--- src/rtl/sprite_addr_gen_pkg.sv ---
// Shared constants and sprite-sheet address helpers for the sprite address generator.
package sprite_pkg;

    localparam int SPR_W_DEF   = 20;
    localparam int SPR_H_DEF   = 20;
    localparam int FRAMES_DEF  = 4;
    localparam int SPR_ID_W    = 3;

    function automatic int unsigned spr_pix(input int unsigned w, input int unsigned h);
        return w * h;
    endfunction

    function automatic int unsigned sheet_stride(input int unsigned frames, input int unsigned w,
                                                 input int unsigned h);
        return frames * spr_pix(w, h);
    endfunction

    // Each sprite owns FRAMES consecutive frames of w*h pixels in the sheet.
    function automatic logic [31:0] sheet_addr(input int unsigned id, input int unsigned frame,
                                               input int unsigned frames, input int unsigned w,
                                               input int unsigned h, input int unsigned dx,
                                               input int unsigned dy);
        return id * sheet_stride(frames, w, h) + frame * spr_pix(w, h) + dy * w + dx;
    endfunction

endpackage

--- src/rtl/sprite_addr_gen_if.sv ---
// Pixel-side bus between VGA timing, the address generator and the sprite ROM.
interface sprite_addr_gen_if
    import sprite_pkg::*;
#(
    parameter int NUM_SPR = 4,
    parameter int ADDR_W  = 17
);
    logic [9:0]            h_cnt;
    logic [9:0]            v_cnt;
    logic                  pix_valid;
    logic                  frame_tick;
    logic [10*NUM_SPR-1:0] pos_h;
    logic [10*NUM_SPR-1:0] pos_v;
    logic [NUM_SPR-1:0]    spr_en;
    logic [NUM_SPR-1:0]    anim_en;
    logic [ADDR_W-1:0]     pixel_addr;
    logic                  hit;
    logic [SPR_ID_W-1:0]   spr_id;
    logic                  out_valid;

    modport master (
        output h_cnt, v_cnt, pix_valid, frame_tick, pos_h, pos_v, spr_en, anim_en,
        input  pixel_addr, hit, spr_id, out_valid
    );

    modport slave (
        input  h_cnt, v_cnt, pix_valid, frame_tick, pos_h, pos_v, spr_en, anim_en,
        output pixel_addr, hit, spr_id, out_valid
    );
endinterface

--- src/rtl/sprite_addr_gen_hit_calc.sv ---
// Single-channel stage-1 unit: coverage test and in-sprite offsets, registered.
module sprite_hit_calc #(
    parameter int SPR_W = 20,
    parameter int SPR_H = 20
) (
    input  logic        clk,
    input  logic        rst,
    input  logic [9:0]  h_cnt_i,
    input  logic [9:0]  v_cnt_i,
    input  logic [9:0]  pos_h_i,
    input  logic [9:0]  pos_v_i,
    input  logic        en_i,
    input  logic        pix_valid_i,
    output logic        in_o,
    output logic [10:0] dx_o,
    output logic [10:0] dy_o
);
    logic        in_d, in_p1_q;
    logic [10:0] dx_d, dy_d, dx_p1_q, dy_p1_q;

    // The >= terms stop pixels left/above the origin from wrapping into range.
    always_comb begin
        dx_d = {1'b0, h_cnt_i} - {1'b0, pos_h_i};
        dy_d = {1'b0, v_cnt_i} - {1'b0, pos_v_i};
        in_d = en_i & pix_valid_i
             & (h_cnt_i >= pos_h_i) & (dx_d < 11'(SPR_W))
             & (v_cnt_i >= pos_v_i) & (dy_d < 11'(SPR_H));
    end

    // stage 1 -> stage 2 boundary
    always_ff @(posedge clk) begin
        if (rst) begin
            in_p1_q <= 1'b0;
        end else begin
            in_p1_q <= in_d;
        end
    end

    always_ff @(posedge clk) begin
        dx_p1_q <= dx_d;
        dy_p1_q <= dy_d;
    end

    assign in_o = in_p1_q;
    assign dx_o = dx_p1_q;
    assign dy_o = dy_p1_q;
endmodule

--- src/rtl/sprite_addr_gen.sv ---
// Multi-sprite VGA address generator: shadowed positions, animation frames, 2-cycle pipeline.
module sprite_addr_gen
    import sprite_pkg::*;
#(
    parameter int SPR_W     = SPR_W_DEF,
    parameter int SPR_H     = SPR_H_DEF,
    parameter int NUM_SPR   = 4,
    parameter int FRAMES    = FRAMES_DEF,
    parameter int FRAME_DIV = 8,
    parameter int ADDR_W    = 17
) (
    input logic             clk,
    input logic             rst,
    sprite_addr_gen_if.slave bus
);
    localparam int DIV_W = (FRAME_DIV > 1) ? $clog2(FRAME_DIV) : 1;
    localparam int FR_W  = (FRAMES > 1) ? $clog2(FRAMES) : 1;

    logic [10*NUM_SPR-1:0] pos_h_q, pos_v_q;
    logic [NUM_SPR-1:0]    en_q;
    logic [DIV_W-1:0]      div_q, div_d;
    logic [FR_W-1:0]       frame_q [NUM_SPR];
    logic [FR_W-1:0]       frame_d [NUM_SPR];

    logic [NUM_SPR-1:0]    in_p1;
    logic [10:0]           dx_p1 [NUM_SPR];
    logic [10:0]           dy_p1 [NUM_SPR];
    logic                  vld_p1_q, vld_p2_q;

    logic                  sel_hit;
    logic [SPR_ID_W-1:0]   sel_id;
    logic [FR_W-1:0]       sel_frame;
    logic [10:0]           sel_dx, sel_dy;
    logic [ADDR_W-1:0]     addr_d, addr_p2_q;
    logic                  hit_p2_q;
    logic [SPR_ID_W-1:0]   id_p2_q;

    // Shadows only move on frame_tick so a frame is always drawn from one consistent set.
    always_ff @(posedge clk) begin
        if (rst) begin
            pos_h_q <= '0;
            pos_v_q <= '0;
            en_q    <= '0;
        end else if (bus.frame_tick) begin
            pos_h_q <= bus.pos_h;
            pos_v_q <= bus.pos_v;
            en_q    <= bus.spr_en;
        end
    end

    always_comb begin
        div_d   = div_q;
        frame_d = frame_q;
        if (bus.frame_tick) begin
            if (div_q == DIV_W'(FRAME_DIV - 1)) begin
                div_d = '0;
                for (int i = 0; i < NUM_SPR; i++) begin
                    if (bus.anim_en[i]) begin
                        frame_d[i] = (FRAMES > 1) ? frame_q[i] + 1'b1 : '0;
                    end
                end
            end else begin
                div_d = div_q + 1'b1;
            end
        end
    end

    always_ff @(posedge clk) begin
        if (rst) begin
            div_q <= '0;
            for (int i = 0; i < NUM_SPR; i++) frame_q[i] <= '0;
        end else begin
            div_q   <= div_d;
            frame_q <= frame_d;
        end
    end

    // stage 0 -> stage 1 boundary
    for (genvar g = 0; g < NUM_SPR; g++) begin : g_hit
        sprite_hit_calc #(.SPR_W(SPR_W), .SPR_H(SPR_H)) u_hit (
            .clk        (clk),
            .rst        (rst),
            .h_cnt_i    (bus.h_cnt),
            .v_cnt_i    (bus.v_cnt),
            .pos_h_i    (pos_h_q[10*g +: 10]),
            .pos_v_i    (pos_v_q[10*g +: 10]),
            .en_i       (en_q[g]),
            .pix_valid_i(bus.pix_valid),
            .in_o       (in_p1[g]),
            .dx_o       (dx_p1[g]),
            .dy_o       (dy_p1[g])
        );
    end

    // Walk from highest to lowest index so the lowest hitting sprite is assigned last.
    always_comb begin
        sel_hit   = 1'b0;
        sel_id    = '0;
        sel_frame = '0;
        sel_dx    = '0;
        sel_dy    = '0;
        for (int i = NUM_SPR - 1; i >= 0; i--) begin
            if (in_p1[i]) begin
                sel_hit   = 1'b1;
                sel_id    = SPR_ID_W'(i);
                sel_frame = frame_q[i];
                sel_dx    = dx_p1[i];
                sel_dy    = dy_p1[i];
            end
        end
        addr_d = '0;
        if (sel_hit) begin
            addr_d = ADDR_W'(sheet_addr(32'(sel_id), 32'(sel_frame), FRAMES, SPR_W, SPR_H,
                                        32'(sel_dx), 32'(sel_dy)));
        end
    end

    // stage 1 -> stage 2 boundary
    always_ff @(posedge clk) begin
        if (rst) begin
            vld_p1_q  <= 1'b0;
            vld_p2_q  <= 1'b0;
            addr_p2_q <= '0;
            hit_p2_q  <= 1'b0;
            id_p2_q   <= '0;
        end else begin
            vld_p1_q  <= bus.pix_valid;
            vld_p2_q  <= vld_p1_q;
            addr_p2_q <= addr_d;
            hit_p2_q  <= sel_hit;
            id_p2_q   <= sel_hit ? sel_id : '0;
        end
    end

    assign bus.pixel_addr = addr_p2_q;
    assign bus.hit        = hit_p2_q;
    assign bus.spr_id     = id_p2_q;
    assign bus.out_valid  = vld_p2_q;
endmodule
--- src/flat_wrapper.sv ---
// flat-port wrapper written by rule: the top's interface ports become plain ports
module sprite_addr_gen_flat import sprite_pkg::*;
#(
    parameter int SPR_W     = SPR_W_DEF,
    parameter int SPR_H     = SPR_H_DEF,
    parameter int NUM_SPR   = 4,
    parameter int FRAMES    = FRAMES_DEF,
    parameter int FRAME_DIV = 8,
    parameter int ADDR_W    = 17
)
  (clk, rst, bus_h_cnt, bus_v_cnt, bus_pix_valid, bus_frame_tick, bus_pos_h, bus_pos_v, bus_spr_en, bus_anim_en, bus_pixel_addr, bus_hit, bus_spr_id, bus_out_valid);
  sprite_addr_gen_if #(.NUM_SPR(NUM_SPR), .ADDR_W(ADDR_W)) bus_i ();
  input logic clk;
  input logic rst;
  input wire logic [$bits(bus_i.h_cnt)-1:0] bus_h_cnt;
  input wire logic [$bits(bus_i.v_cnt)-1:0] bus_v_cnt;
  input wire logic [$bits(bus_i.pix_valid)-1:0] bus_pix_valid;
  input wire logic [$bits(bus_i.frame_tick)-1:0] bus_frame_tick;
  input wire logic [$bits(bus_i.pos_h)-1:0] bus_pos_h;
  input wire logic [$bits(bus_i.pos_v)-1:0] bus_pos_v;
  input wire logic [$bits(bus_i.spr_en)-1:0] bus_spr_en;
  input wire logic [$bits(bus_i.anim_en)-1:0] bus_anim_en;
  output wire logic [$bits(bus_i.pixel_addr)-1:0] bus_pixel_addr;
  output wire logic [$bits(bus_i.hit)-1:0] bus_hit;
  output wire logic [$bits(bus_i.spr_id)-1:0] bus_spr_id;
  output wire logic [$bits(bus_i.out_valid)-1:0] bus_out_valid;
  assign bus_i.h_cnt = bus_h_cnt;
  assign bus_i.v_cnt = bus_v_cnt;
  assign bus_i.pix_valid = bus_pix_valid;
  assign bus_i.frame_tick = bus_frame_tick;
  assign bus_i.pos_h = bus_pos_h;
  assign bus_i.pos_v = bus_pos_v;
  assign bus_i.spr_en = bus_spr_en;
  assign bus_i.anim_en = bus_anim_en;
  assign bus_pixel_addr = bus_i.pixel_addr;
  assign bus_hit = bus_i.hit;
  assign bus_spr_id = bus_i.spr_id;
  assign bus_out_valid = bus_i.out_valid;
  sprite_addr_gen #(.SPR_W(SPR_W), .SPR_H(SPR_H), .NUM_SPR(NUM_SPR), .FRAMES(FRAMES), .FRAME_DIV(FRAME_DIV), .ADDR_W(ADDR_W)) u_core (.clk(clk), .rst(rst), .bus(bus_i));
endmodule
--- config.mk ---
export PLATFORM = sky130hd
export DESIGN_NAME = sprite_addr_gen_flat
export DESIGN_NICKNAME = d
export VERILOG_FILES = /design/src/rtl/sprite_addr_gen_pkg.sv /design/src/rtl/sprite_addr_gen_if.sv /design/src/rtl/sprite_addr_gen_hit_calc.sv /design/src/rtl/sprite_addr_gen.sv /design/src/flat_wrapper.sv
export SDC_FILE = /design/constraint.sdc
export NUM_CORES = 1
export LEC_CHECK = 0
export BUFFER_PORTS_ARGS = -buffer_cell sky130_fd_sc_hd__buf_2
export CAP_MARGIN = 0
export CELL_PAD_IN_SITES_DETAIL_PLACEMENT = 1
export CELL_PAD_IN_SITES_GLOBAL_PLACEMENT = 2
export CORE_MARGIN = 3
export CORE_UTILIZATION = 33
export DETAILED_ROUTE_END_ITERATION = 6
export GPL_TIMING_DRIVEN = 0
export PLACE_DENSITY_LB_ADDON = 0.1
export SLEW_MARGIN = 20
export SYNTH_ARGS = -nofsm -noshare
export SYNTH_HDL_FRONTEND = slang
export SYNTH_HIERARCHICAL = 1
export SYNTH_SLANG_ARGS = --single-unit
--- constraint.sdc ---
create_clock -name clk -period 5.3 [get_ports clk]
set_input_delay 0.265 -clock clk [delete_from_list [all_inputs] [get_ports clk]]
set_output_delay 0.265 -clock clk [all_outputs]
set_load 0.02 [all_outputs]
After elaboration in Yosys (flattened, before gate mapping)
Index checks and enable logic that the tools add are counted.
Word-level totals
  word-level logic and storage cells: 108
  output and inout bits: 22
  bits in registers: 210
  input port bits: 112
Operators by class
  order comparisons: 16
  reductions and logical operators: 5
  muxes and demuxes: 21
  $add $sub $neg: 16
  equality and inequality tests: 1
  bitwise operators: 21
  multiply operators: 3
Operators by type and width (number)
  11-bit by 5-bit < comparator with 1-bit output, second input constant: 8
  11-bit 2-to-1 mux: 8
  10-bit by 10-bit subtractor with 11-bit output: 8
  10-bit greater-or-equal comparator: 8
  1-bit bitwise AND: 20
  17-bit by 11-bit adder with 17-bit output: 1
  17-bit by 16-bit adder with 17-bit output: 1
  2-bit 2-to-1 mux: 8
  14-bit by 11-bit adder with 15-bit output: 1
  11-bit by 3-bit multiplier with 14-bit output, second input constant: 1
  2-bit by 5-bit multiplier with 7-bit output, second input constant: 2
  3-bit AND reduction: 4
  2-bit by 1-bit adder with 2-bit output, second input constant: 4
  1-bit 2-to-1 mux: 4
  3-bit by 1-bit adder with 3-bit output, second input constant: 1
  3-bit == test, second input constant: 1
  3-bit 2-to-1 mux: 1
  2-bit OR reduction: 1
  1-bit NOT: 1

Longest topological paths before layout
  depth in word-level cells: 8
  mapped depth: 22
  mapped depth without buffers: 21

Cells and area by module
The synthesis kept the hierarchy.
By module, submodules not included
  sprite_hit_calc: cells each 187, times used 4, seq. area each 460.4 um2, area an instance 1577.8 um2
  sprite_addr_gen: cells each 667, times used 1, seq. area each 2342.2 um2, area an instance 6128.4 um2

Least setup slack after synthesis
OpenSTA, ideal clock, no wires.
  path type: reg2reg
  from: register u_core.g_hit[2].u_hit.in_p1_q
  to: register u_core.addr_p2_q[14] (netlist: u_core/bus.pixel_addr[14])
  clock period less this slack: 4.939 ns
  slack: 0.361 ns
  path buffers: 2
  stages on the path, launching flop included: 22
  required time: 5.228 ns
  library setup time: 0.072 ns
  arrival time: 4.867 ns
  cell sequence: dfxtp_1 > buf_2 > clkbuf_1 > a22oi_1 > nor2_1 > a21oi_1 > o21ai_0 > ha_1 > ha_1 > fa_1 > a21o_1 > a21oi_1 > xor2_1 > fa_1 > fa_1 > inv_1 > ha_1 > o21a_1 > o21ai_0 > a21oi_1 > a221oi_2 > mux2i_1
Between the ends
  word-level cells in the longest chain between the ends: 7
  elaborated cells between the ends (all ways): 23
  classes of those cells: 3 x add/sub; 3 x mul; 15 x mux; 1 x bitwise; 1 x reduce/logical
RTL lines
  from (decl): RTL line sprite_addr_gen_hit_calc.sv:18  | logic in_d, in_p1_q;
  from (signal assigned): RTL line sprite_addr_gen_hit_calc.sv:35  | in_p1_q <= in_d;
  2-bit 2-to-1 mux (3 in a row): RTL line sprite_addr_gen.sv:103  | if (in_p1[i]) begin
  2-bit by 5-bit multiplier with 7-bit output: RTL line sprite_addr_gen_pkg.sv:23  | return id * sheet_stride(frames, w, h) + frame * spr_pix(w, h) + dy * w + dx;
  14-bit by 11-bit adder with 15-bit output: RTL line sprite_addr_gen_pkg.sv:23
  17-bit by 16-bit adder with 17-bit output: RTL line sprite_addr_gen_pkg.sv:23
  17-bit by 11-bit adder with 17-bit output: RTL line sprite_addr_gen_pkg.sv:23
  to (signal assigned): RTL line sprite_addr_gen.sv:129  | addr_p2_q <= addr_d;
  to (decl): RTL line sprite_addr_gen.sv:34  | logic [ADDR_W-1:0] addr_d, addr_p2_q;
Parallel ways exist; a longest one is shown, timed or not.
A chain may end at the register's enable or synchronous reset.

Worst setup path in the final report
  from: register u_core.g_hit[3].u_hit.in_p1_q
  to: register u_core.addr_p2_q[14] (netlist: u_core/bus.pixel_addr[14])
Between the ends
  word-level cells in the longest chain between the ends: 8
  elaborated cells between the ends (all ways): 28
  classes of those cells: 3 x add/sub; 3 x mul; 20 x mux; 1 x bitwise; 1 x reduce/logical
RTL lines (RTL line)
  from (decl): sprite_addr_gen_hit_calc.sv:18
  from (signal assigned): sprite_addr_gen_hit_calc.sv:35
  2-bit 2-to-1 mux (4 in a row): sprite_addr_gen.sv:103
  2-bit by 5-bit multiplier with 7-bit output: sprite_addr_gen_pkg.sv:23
  14-bit by 11-bit adder with 15-bit output: sprite_addr_gen_pkg.sv:23
  17-bit by 16-bit adder with 17-bit output: sprite_addr_gen_pkg.sv:23
  17-bit by 11-bit adder with 17-bit output: sprite_addr_gen_pkg.sv:23
Parallel ways exist; a longest one is shown, timed or not.

==> parameters.txt <==
Parameter                              Value

Run status
  Run status    complete, no violations

STA
  Max Slew Vio Count    0
  Achievable clock frequency    198 MHz
  Post-route clock period utilization    0.952
  Worst relative slew slack    0.427
  Clock Skew    0.0193 ns
  Setup violators final    0
  Hold Violations, Final    0
  Worst setup slack after layout    0.256 ns
  RSZ-0062 raised after global routing    false
  Min cycle time layout    5.04 ns
  Worst Max-Slew Pin Slew    0.850 ns
  Final sum of negative setup slack    0 ns

Global routing
  Total routing usage reported by global routing    0.193
  Vias in the first global route    11329
  First-pass GRT wire length    62000 um
  Number of antenna violations at the first check in global routing    1
  Pin count of the biggest net entering global routing    15
  GRT Residual Overflow    0

Synthesis
  Library cell occupying the most area in the post-synthesis netlist    sky130_fd_sc_hd__dfxtp_1
  Share of the yosys chip area belonging to registers    0.336
  Synth cell types    60
  Number of cells produced by synthesis    1415
  Largest cells by area after synthesis    sky130_fd_sc_hd__dfxtp_1 34%, sky130_fd_sc_hd__ha_1 13%, sky130_fd_sc_hd__mux2i_1 7.2%
  Yosys reg bits    209
  Post-Syn Area    12400 sq um
  Mean instance size in the synthesized netlist    8.79 sq um
  Fraction of synthesized cell area taken by the top area cell type    0.336
  Post-synth EDFFs    0
  Share of async-settable or async-resettable flops after synthesis    0
  Post-synth net total    1674
  Flip-flop cell with the highest count after synthesis    sky130_fd_sc_hd__dfxtp_1
  Synth Warn #    6

Power
  IR Drop Worst-Case VDD    0.236 mV
  Sequential group share of total power    0.383
  Share of total power in the clock network    0.439
  Pwr Density    298 nW/um^2
  Net switching fraction of the power    0.281
  Comb pwr share    0.178
  Switching power total    0.00132 W
  Total internal power    0.00340 W
  Leakage power    7.15 nW

Final layout
  Fraction of layout instances using a drive strength above 1    0.167
  Commonest non-fill, non-tap cell in the layout    sky130_fd_sc_hd__dfxtp_1
  Design Area, Final    15800 sq um
  Growth of design area from synthesis to finish    27.3%
  Top library cells by usage in the layout, fill and taps aside    207 x sky130_fd_sc_hd__dfxtp_1, 162 x sky130_fd_sc_hd__nor2_1, 155 x sky130_fd_sc_hd__buf_2, 139 x sky130_fd_sc_hd__inv_1, 123 x sky130_fd_sc_hd__ha_1
  Post-layout net count    1929

Setup path
  Critical-path cell with the highest stage delay    sky130_fd_sc_hd__fa_1
  List of cells traversed by the critical path    nor2b_4, buf_8, a22oi_1, nor2_1, a21oi_2, o21ai_2, ha_1, ha_2, fa_2, a21o_1, a21oi_2, xor2_1, fa_1, fa_1, inv_1, ha_4, o21a_1, o21ai_2, a21oi_1, a221oi_2, mux2i_1
  Launching element type of the critical path    flip-flop
  Required time reported for the critical path endpoint    5.79 ns
  Largest stage delay on the critical path    0.54 ns
  Critical path class    flip-flop to flip-flop
  Endpoint type of the worst setup path    flip-flop
  Crit path arrival time    5.53 ns
  Top fanout value on the critical path    8
  R2R Setup Slk    0.26 ns

Placed design
  Number of port buffers    131
  Instance area after placement    13700 sq um
  Setup WS pre-CTS    -0.886 ns
  Post-DP HPWL    30800 um
  Final weighted congestion of routability-driven global placement    0.836

Clocking
  Clock latency on the worst-skew pair    0.57 ns
  Clock tree from TritonCTS    yes
  Master cell of the clock root buffer    sky130_fd_sc_hd__clkbuf_16
  Max H-tree Level    1
  Cts bufs inserted    28
  Max clock buf depth    3
  CTS sink cnt    209
  CTS clk-pin slew, worst paths    0.06 ns

Route
  Via density per instance    4.90
  Pre-antenna DRT Iters    4
  Number of violations reported at the end of detailed-routing iteration 0    362
  Number of nets with antenna violations after detailed routing    0
  Average wire length per cell after detail routing    17.9 um
  Vias    10763
  Number of remaining DRC errors    0
  Wire length reported by the detailed router    39300 um

Job
  Max capacitance violation total    0

Die
  Overall die area    40100 sq um
  Placeable Area    36900 sq um
  Starting density of the core    0.337
  Vert. Die Dim    200 um
  I/O pin total    134
  Chip Width    200 um
  Floorplan row count    70

Worst hold path
  Worst min-delay path category    input pin to flip-flop
[power groups by stage]
stage / clock network, W / logic (W) / registers (W)
final: 0.00207 / 0.000842 / 0.00181
after detailed placement: 0 / 0.000799 / 0.00184
after global routing: 0.00221 / 0.000944 / 0.00182
after floorplan: 0 / 0.000554 / 0.00182
after global placement: 0 / 0.000787 / 0.00184
after CTS: 0.00214 / 0.000852 / 0.00181
[state kept, by name, indices dropped and copies added, names as in the netlist, 2 cells and up]
signal	cells
u_core/pos_v_q	40
u_core/g_hit.u_hit/in_o	4
u_core/div_q	3
u_core/g_hit.u_hit/dy_o	44
u_core/g_hit.u_hit/dx_o	44
u_core/frame_q	8
u_core/pos_h_q	40
u_core/en_q	4
u_core/bus.spr_id	2
u_core/bus.pixel_addr	17
[final timing paths]
kind / depth (start not counted) / endpoint / from
setup reg to reg: 21 / u_core/bus.pixel_addr[14]$_SDFF_PP0_ / u_core/g_hit[3].u_hit/in_o$_SDFF_PP0_
hold / removal: 4 / u_core/frame_q[0]$_SDFFE_PP0P_ / bus_anim_en[3]
hold reg to reg: 1 / u_core/bus.out_valid$_SDFF_PP0_ / u_core/vld_p1_q$_SDFF_PP0_
setup / recovery: 21 / u_core/bus.pixel_addr[14]$_SDFF_PP0_ / u_core/g_hit[3].u_hit/in_o$_SDFF_PP0_
[cells in the mapped netlist, drive strengths merged (23+ instances only)]
| cell | number |
|---|---|
| ha | 127 |
| buf | 34 |
| o21ai | 87 |
| xor2 | 50 |
| nor2 | 165 |
| nor2b | 23 |
| clkbuf | 23 |
| xnor2 | 27 |
| dfxtp | 209 |
| inv | 140 |
| mux2i | 89 |
| a21oi | 101 |
| a21o | 25 |
| nand2 | 69 |
[critical path, delay by kind of cell (launching register included)]
kind / cells / cell delay [ns]
adder cells (fa/ha/maj): 6 / 2.12
AO/OA/AOI/OAI: 9 / 1.41
AND/OR/NAND/NOR: 2 / 0.43
flip-flops: 1 / 0.38
buffers and inverters: 2 / 0.21
XOR/XNOR: 1 / 0.20
multiplexers: 1 / 0.20
[kinds of logic after synthesis]
group,Yosys count,share of synthesized area
AND/OR/NAND/NOR,358,0.137
AO/OA/AOI/OAI,337,0.177
flip-flops,209,0.336
buffers and inverters,197,0.0636
adder cells (fa/ha/maj),147,0.160
multiplexers,89,0.0716
XOR/XNOR,77,0.0542
other,1,0.000301
[what timing repair did]
| item | in CTS | in global routing |
|---|---|---|
| setup buffers | 2 | 7 |
| pin swaps | 4 | 11 |
| hold endpoints to repair | 85 | 0 |
| hold buffers | 85 | 0 |
| endpoints found under the setup margin | 8 | 5 |
| resized for setup | 39 | 22 |
[routing by layer]
metal  routed length (um)  vias to the layer above  track usage
met1                18200                     5180        0.245
met5                    0                        -            0
met2                18900                      114        0.339
met3                 1230                       57       0.0327
li1                     -                     5412            -
met4                 1000                        0       0.0505
[area by class of cell]
type,instances,area (sq um)
Antenna cell,1,2.50
Buffer,57,323
Multi-Input combinational cell,1009,7570
Clock inverter,20,293
Tap cell,504,631
Inverter,140,526
Sequential cell,209,4190
Timing Repair Buffer,225,1570
Fill cell,4317,21000
Clock buffer,32,726
[through the flow]
| stage | power, W | utilization | hold slack [ns] | cells |
|---|---|---|---|---|
| 3_3_place_gp | 0.00262 | 0.372 | 0.417 | 2050 |
| 5_1_grt | 0.00497 | 0.429 | 0.0849 | 2197 |
| 6_report | 0.00472 | 0.429 | 0.0810 | 2197 |
| 4_1_cts | 0.00480 | 0.426 | 0.0415 | 2189 |
| 3_5_place_dp | 0.00264 | 0.372 | 0.440 | 2050 |
| 2_1_floorplan | 0.00237 | - | 0.393 | 1415 |
(Power assumes the default switching activity.)
